[src/rtl/hazard_detect.sv]
// Execute-stage forwarding producer: 2-slot destination scoreboard, registered
// rs1/rs2 forwarding codes, store-after-load flag and a single-cycle load-use stall.
module hazard_detect #(
    parameter int REG_ADDR_W = 5,
    parameter int CNT_W      = 32
) (
    input  logic                  clk,
    input  logic                  rstn,
    input  logic                  id_valid,
    input  logic [REG_ADDR_W-1:0] id_rs1,
    input  logic [REG_ADDR_W-1:0] id_rs2,
    input  logic                  id_uses_rs1,
    input  logic                  id_uses_rs2,
    input  logic [REG_ADDR_W-1:0] id_rd,
    input  logic                  id_regwrite,
    input  logic                  id_is_load,
    input  logic                  id_is_store,
    input  logic                  flush,
    output logic [1:0]            rs1_hazard,
    output logic [1:0]            rs2_hazard,
    output logic                  store_load_hazard,
    output logic                  stall,
    output logic [CNT_W-1:0]      stall_cnt
);

    typedef struct packed {
        logic                  valid;
        logic [REG_ADDR_W-1:0] rd;
        logic                  regwrite;
        logic                  is_load;
    } slot_t;

    typedef enum logic {RUN, STALL} state_t;

    slot_t  ex_slot, wb_slot;
    state_t state, next_state;

    logic       ex_m1, ex_m2, wb_m1, wb_m2;
    logic [1:0] rs1_code, rs2_code;
    logic       load_use, store_load, advance;

    // x0 and unread sources never match, so a nop or x0 write cannot forward
    always_comb begin
        ex_m1 = ex_slot.valid & ex_slot.regwrite & (ex_slot.rd == id_rs1) &
                (id_rs1 != '0) & id_uses_rs1;
        ex_m2 = ex_slot.valid & ex_slot.regwrite & (ex_slot.rd == id_rs2) &
                (id_rs2 != '0) & id_uses_rs2;
        wb_m1 = wb_slot.valid & wb_slot.regwrite & (wb_slot.rd == id_rs1) &
                (id_rs1 != '0) & id_uses_rs1;
        wb_m2 = wb_slot.valid & wb_slot.regwrite & (wb_slot.rd == id_rs2) &
                (id_rs2 != '0) & id_uses_rs2;

        rs1_code = ex_m1 ? 2'b01 : (wb_m1 ? 2'b10 : 2'b00);
        rs2_code = ex_m2 ? 2'b01 : (wb_m2 ? 2'b10 : 2'b00);

        load_use   = ex_slot.is_load & (ex_m1 | (ex_m2 & ~id_is_store));
        store_load = id_is_store & ex_slot.is_load & ex_m2;
    end

    always_comb begin
        next_state = RUN;
        stall      = 1'b0;
        unique case (state)
            RUN: begin
                stall = id_valid & load_use & ~flush;
                if (stall)
                    next_state = STALL;
            end
            STALL: next_state = RUN;
            default: next_state = RUN;
        endcase
        advance = id_valid & ~stall & ~flush;
    end

    always_ff @(posedge clk or negedge rstn) begin
        if (!rstn)
            state <= RUN;
        else
            state <= next_state;
    end

    // A store whose data comes from the load in EX takes it from the load
    // path directly, so its rs2 code is suppressed in favour of the flag.
    always_ff @(posedge clk or negedge rstn) begin
        if (!rstn) begin
            ex_slot           <= '0;
            wb_slot           <= '0;
            rs1_hazard        <= '0;
            rs2_hazard        <= '0;
            store_load_hazard <= 1'b0;
            stall_cnt         <= '0;
        end else begin
            wb_slot   <= ex_slot;
            stall_cnt <= stall_cnt + {{(CNT_W-1){1'b0}}, stall};
            if (advance) begin
                ex_slot           <= '{valid: 1'b1, rd: id_rd, regwrite: id_regwrite,
                                       is_load: id_is_load};
                rs1_hazard        <= rs1_code;
                rs2_hazard        <= store_load ? 2'b00 : rs2_code;
                store_load_hazard <= store_load;
            end else begin
                ex_slot           <= '0;
                rs1_hazard        <= '0;
                rs2_hazard        <= '0;
                store_load_hazard <= 1'b0;
            end
        end
    end

endmodule

[config.mk]
export PLATFORM = sky130hd
export DESIGN_NAME = hazard_detect
export DESIGN_NICKNAME = d
export VERILOG_FILES = /design/src/rtl/hazard_detect.sv
export SDC_FILE = /design/constraint.sdc
export NUM_CORES = 1
export LEC_CHECK = 0
export ABC_AREA = 1
export BUFFER_PORTS_ARGS = -buffer_cell sky130_fd_sc_hd__buf_2
export CAP_MARGIN = 20
export CORE_UTILIZATION = 47
export DETAILED_ROUTE_END_ITERATION = 8
export PLACE_DENSITY = 0.73
export SKIP_LAST_GASP = 1
export SLEW_MARGIN = 20
export SYNTH_ARGS = -nofsm -noshare
export SYNTH_HDL_FRONTEND = slang
export SYNTH_SLANG_ARGS = --single-unit
[constraint.sdc]
create_clock -name clk -period 3.8 [get_ports clk]
set_input_delay 0 -clock clk [delete_from_list [all_inputs] [get_ports clk]]
set_output_delay 0 -clock clk [all_outputs]
set_load 0.01 [all_outputs]
# --- After elaboration in Yosys (flattened, before gate mapping) ---
# Cells that the tools add are included.
classes:
  eq_ne: 4
  n_mux: 12
  n_reduce_logical: 2
  bitwise_logic: 27
  addsub: 1
ops:
  columns: ["op", "n"]
  rows:
  - ["32-bit by 1-bit adder with 32-bit output", 1]
  - ["1-bit AND", 22]
  - ["5-bit == test", 4]
  - ["2-bit 2-to-1 mux", 7]
  - ["5-bit nonzero test", 2]
  - ["8-bit 2-to-1 mux", 1]
  - ["1-bit NOT", 4]
  - ["1-bit 2-to-1 mux", 3]
  - ["1-bit case mux with 2 select lines", 1]
  - ["1-bit OR", 1]
totals:
  register_bits: 53
  wordCells: 58

# --- Logic depth before layout (Yosys ltp) ---
depth:
  ltp_word: 14
  mapped_depth: 17
  depth_no_buf: 17

# --- Least setup slack after synthesis ---
# Ideal clock, no wire load.
synth_path:
  kind: "register -> register"
  start: "register ex_slot[3] in the netlist's numbering"
  end: "register stall_cnt[24]"
  path_slack_ns: 1.476
  stages_incl_launch_ff: 16
  setup_ns: 0.128
  arrival_time_ns: 2.195
  path_cell_list: "dfrtp_1 -> xnor2_1 -> nand2_1 -> nor2_1 -> nand2_2 -> nand2_1 -> nand2_2 -> inv_1 -> ha_1 -> ha_1 -> nand3_2 -> nor2_4 -> nand2_4 -> nor3_4 -> nand2_1 -> xnor2_1"
synth_between:
  elab_chain_cells: 11
  elab_cells_between_ends: 15
  cone_classes: "add/sub (1); eq/ne (2); mux (1); bitwise (11)"
synth_lines:
  columns: ["item", "line", "rtl"]
  rows:
  - ["from (decl)", "35", "slot_t ex_slot, wb_slot;"]
  - ["from (signal assigned)", "96", "ex_slot <= '{valid: 1'b1, rd: id_rd, regwrite: id_regwrite,"]
  - ["5-bit == test", "46", "ex_m2 = ex_slot.valid & ex_slot.regwrite & (ex_slot.rd == id_rs2) &"]
  - ["1-bit AND (2 in series)", "46", null]
  - ["1-bit AND", "47", "(id_rs2 != '0) & id_uses_rs2;"]
  - ["1-bit AND", "56", "load_use = ex_slot.is_load & (ex_m1 | (ex_m2 & ~id_is_store));"]
  - ["1-bit OR (*)", "56", null]
  - ["1-bit AND (*)", "56", null]
  - ["1-bit AND (*) (2 in series)", "65", "stall = id_valid & load_use & ~flush;"]
  - ["1-bit 2-to-1 mux (*)", "63", "unique case (state)"]
  - ["via stall", "22", "output logic stall,"]
  - ["32-bit by 1-bit adder with 32-bit output (*)", "94", "stall_cnt <= stall_cnt + {{(CNT_W-1){1'b0}}, stall};"]
  - ["to (signal assigned)", "94", null]
  - ["to (decl)", "23", "output logic [CNT_W-1:0] stall_cnt"]
# Mark *: on every way through the listed nets, which the timed path passes. The rest lies on a longest branch.

# --- Final worst setup path ---
layout_path:
  start: "register ex_slot[3] in the netlist's numbering"
  end: "register stall_cnt[24]"
layout_between:
  elab_chain_cells: 11
  elab_cells_between_ends: 15
  cone_classes: "add/sub (1); eq/ne (2); mux (1); bitwise (11)"
layout_lines:
  columns: ["item", "line"]
  rows:
  - ["5-bit == test", "46"]
  - ["1-bit AND (2 in series)", "46"]
  - ["1-bit AND", "47"]
  - ["1-bit AND", "56"]
  - ["1-bit OR (*)", "56"]
  - ["1-bit AND (*)", "56"]
  - ["1-bit AND (*) (2 in series)", "65"]
  - ["1-bit 2-to-1 mux (*)", "63"]
  - ["32-bit by 1-bit adder with 32-bit output (*)", "94"]
# Mark *: on every way between the ends. The rest lies on a longest branch, timed or not.

==> results.txt <==
For the number of synthesis warnings, the log shows 0. The cell with the most instances after synthesis was sky130_fd_sc_hd__nand2_1. Wire segments on met2 add up to 2662 um in the final route. Yosys attributes the largest share of cell area to sky130_fd_sc_hd__dfrtp_1 (48%), sky130_fd_sc_hd__nand2_1 (7.9%), sky130_fd_sc_hd__xnor2_1 (7.3%), sky130_fd_sc_hd__xor2_1 (5.4%), sky130_fd_sc_hd__inv_1 (4.6%). Detailed routing placed a total of 310 um of wire on met3.

The final clock period utilization by the worst path is 66.00%. The number of endpoints with negative hold slack in the final report is 0, and the TritonCTS sink count is 53. Summed over all failing endpoints, the final setup total negative slack is 0 ps. On the final layout, the worst clock skew is 11.48 ps. The maximum operating frequency is 0.3987 GHz, and the number of enable-type register cells in the synthesized netlist is 0.

Final hold analysis gives a worst-case slack of 57.37 ps. In this run the static leakage power is 1.813 nW. The mapped netlist covers 0.002764 mm2.

The power density over cell area works out to 314.3 mW/mm2. TritonCTS built the clock tree. The tools report the count of nets left with antenna violations after detail routing as 0.

The slowest stage of the critical path is the sky130_fd_sc_hd__dfrtp_1 cell. Setup slack on the worst reg-to-reg path comes out at 1290 ps. The highest cell delay on the worst timing path came out at 420 ps. Sequential elements use 47.99% of the synthesized area. Summing the areas of all xor and xnor instances in the mapped netlist gives 12.68% of the synthesized area. For the cell count after placement, the log shows 427.

In this run, flip-flops and latches consume 54.5% of the power. The clock passes through at most 2 buffers. Counting every net in the synthesized netlist gives 320. The die is 78.69 um wide. The largest family of logic cells by synthesized area is simple AND/OR/NAND/NOR gates. The unique cell type count in the Yosys netlist is 28.

In the final routed layout, each cell accounts on average for 13.30 um. The logs give 0 for the initial antenna violation count and 0.006191 mm2 for the die area. The share of final-layout standard cells stronger than drive strength 1 was 29.03%; the switching power as a share of total power was 22.74%. The number of DRC markers in iteration 0 was 211; the share of the synthesized area in the top cell type was 47.99%. The tools report the row count as 27. In this run the power spent charging and discharging nets is 0.2399 mW. Capturing element type of the critical path: a flip-flop.

The minimum period implied by the final worst setup slack was 2508 ps; the critical-path maximum fanout was 4. For the total of hold buffers inserted after clock tree synthesis, the log shows 9. At the end of routability-driven placement, the weighted congestion stood at 0.8980. The internal power of the cells totals 0.8152 mW.

The detailed-route via count is 2178. The synthesized netlist devotes 1.132% of its cell area to compound gates. The number of buffers inserted by port buffering is 61, and the share of cell area taken by muxes after synthesis is 0%. The adder-cell area share of the yosys netlist was 0.9054%. The final-layout fill cell count was 481. For this run, the leading register cell type out of synthesis is sky130_fd_sc_hd__dfrtp_1. The number of clock buffers added by TritonCTS is 5. The run gives 0.1843 mV as the peak supply drop. For this block, wires on met1 add up to 2823 um. The tools report the post-CTS setup repair buffer count as 0. Post-layout instance count excluding filler cells: 444. The type of origin of the critical path was a flip-flop. Clock tree synthesis selected as its root buffer the cell sky130_fd_sc_hd__clkbuf_8.

Combinational cells account for 7.0% of the total power. The post-synthesis async set-or-reset flop share was 100.0%. Final count of pins violating max slew: 0. Entering global routing, the biggest net connects 54 pins.

The critical path goes through xnor2_1, nand2_1, nor2_1, nand2_2, nand2_1, nand2_2, inv_1, ha_1, ha_1, nand3_2, nor2_4, nand2_4, nor3_4, nand2_1, xnor2_1. The logs give 0 for the final number of setup-violating endpoints and 0 for the number of gates resized after CTS. Topmost layer with routed signal wires: met4. Counting instances in the post-synthesis netlist gives the leading cell types as sky130_fd_sc_hd__nand2_1 (58), sky130_fd_sc_hd__dfrtp_1 (53), sky130_fd_sc_hd__inv_1 (34). In the global route stage, overall resource usage came out at 21.38%. Compared with the post-synthesis result, the final layout area differs by 21.46%. The DRC violation count after routing came out at 0.

The total of max-cap violations was 0; the insertion delay of the later-clocked pin in the worst-skew pair was 310 ps. Dividing the synthesized area by the synthesized cell count gives 9.401 um2. For this configuration, the core starts out at a cell density of 49.58%.

After detailed routing, the number of vias per cell comes to 4.905. Counting flops and latches in the post-synthesis netlist gives 53. After the last flow step, the layout net total stands at 397.

In this run the worst hold path is classified as primary input to flip-flop. The run finished with clean final reports. The placeable core area is 0.005574 mm2.

The slew at the pin closest to its max-slew limit is 668.2 ps. The finished cells cover 0.003357 mm2. The H-tree generated during clock tree synthesis spans 2 levels.

The number of global-route vias before repair came out at 2232. The height of the chip was 78.69 um. 62 I/O pins were placed.

For the clock network fraction of total power, the log shows 38.5%. Once placement finished, the instance area stood at 0.003147 mm2. Summed over all layers, the routed wires come to 5903 um.

STA puts the critical path data required time at 4000 ps. sky130_fd_sc_hd__dfrtp_1 takes more of the synthesized area than any other cell. Detailed placement finished with a half-perimeter wire length of 4404 um. Setup repair after global routing left no endpoint under its margin. The first global-routing pass estimated 10230 um of wire.

The fraction of the mapped netlist area in simple logic gates is 31.28%. Cell type with the highest occurrence count on the critical path: sky130_fd_sc_hd__nand2_1. Measured against its own limit, the worst slew margin works out to 55.46%.

The remaining global-route overflow was 0. The first TritonRoute pass finished after 4 iterations. The number of antenna diodes in the final layout is 0. The clock transition time at the flip-flop clock pins of the worst setup and hold paths is 100 ps. The number of instances in the synthesized netlist was 294; the endpoint arrival time on the critical path was 2710 ps. The startpoint-to-endpoint class of the critical path is flip-flop to flip-flop.
==> per-stage QoR <==
stage | setup WS (ps) | power, mW | utilization, %
2_1_floorplan | 1476 | 0.6209 | -
3_3_place_gp | 1429 | 0.6523 | 56.45
3_5_place_dp | 1284 | 0.6541 | 56.45
4_1_cts | 1277 | 1.062 | 60.22
5_1_grt | 1056 | 1.094 | 60.22
6_report | 1292 | 1.055 | 60.22
==> logic make-up (layout without fill, tap and decap cells) <==
group           after synthesis  count (layout)
flops                        53              53
simple gates                153             153
xor+xnor                     40              40
fa+ha+maj                     2               2
compound gates                6               6
buf+inv                      40             118
==> state kept, by name, summed over array words and instances (netlist names) <==
| name | count |
|---|---|
| ex_slot | 8 |
| store_load_hazard | 1 |
| state | 1 |
| stall_cnt | 32 |
| wb_slot | 7 |
| rs2_hazard | 2 |
| rs1_hazard | 2 |
==> placed cells by master, fill, tap and decap left out, drive strengths merged, types with 2 or more instances in the layout <==
| cell type | n |
|---|---|
| xnor2 | 23 |
| ha | 2 |
| xor2 | 17 |
| nand4 | 8 |
| clkbuf | 6 |
| buf | 62 |
| nor3 | 14 |
| o21ai | 2 |
| nor2 | 43 |
| dlygate4sd3 | 9 |
| a21oi | 3 |
| nand2 | 64 |
| inv | 39 |
| dfrtp | 53 |
| nand3 | 20 |
==> path summary, 6_finish.rpt <==
| path | endpoint | startpoint | depth (start not counted) |
|---|---|---|---|
| hold reg to reg | wb_slot[7] | ex_slot[7] | 0 |
| hold / removal | rs2_hazard[1] | id_uses_rs2 | 5 |
| max in group asynchronous | stall_cnt[7] | rstn | 3 |
| setup reg to reg | stall_cnt[24] | ex_slot[3] | 15 |
| min in group asynchronous | stall_cnt[5] | rstn | 3 |
| setup / recovery | stall_cnt[24] | ex_slot[3] | 15 |
==> routing by layer <==
layer	track usage, %	vias up
li1	-	1077
met1	29.32	1032
met3	3.953	9
met5	0	-
met4	7.778	0
met2	33.65	60
==> power by group through the flow <==
stage / sequential [mW] / combinational [mW] / clock (mW)
floorplan: 0.585 / 0.0359 / 0
global placement: 0.586 / 0.0667 / 0
detailed placement: 0.586 / 0.0682 / 0
CTS: 0.575 / 0.0755 / 0.412
global route: 0.576 / 0.0843 / 0.434
finish: 0.575 / 0.0743 / 0.406
==> worst max-delay path, delay by kind of cell (launching register included) <==
family | cells | cell delay, ps
xor+xnor | 2 | 300
fa+ha+maj | 2 | 430
flops | 1 | 420
simple gates | 10 | 1170
buf+inv | 1 | 90
==> layout make-up <==
cell class / count / area (um2) / share of cell area [%]
Sequential cell: 53 / 1326 / 39.51
Multi-Input combinational cell: 201 / 1271 / 37.87
Timing Repair Buffer: 71 / 402.9 / 12.00
Inverter: 39 / 146.4 / 4.361
Tap cell: 72 / 90.09 / 2.684
Clock buffer: 6 / 82.58 / 2.460
Clock inverter: 2 / 37.54 / 1.118
No activity file was read; power rests on OpenSTA's default activity.
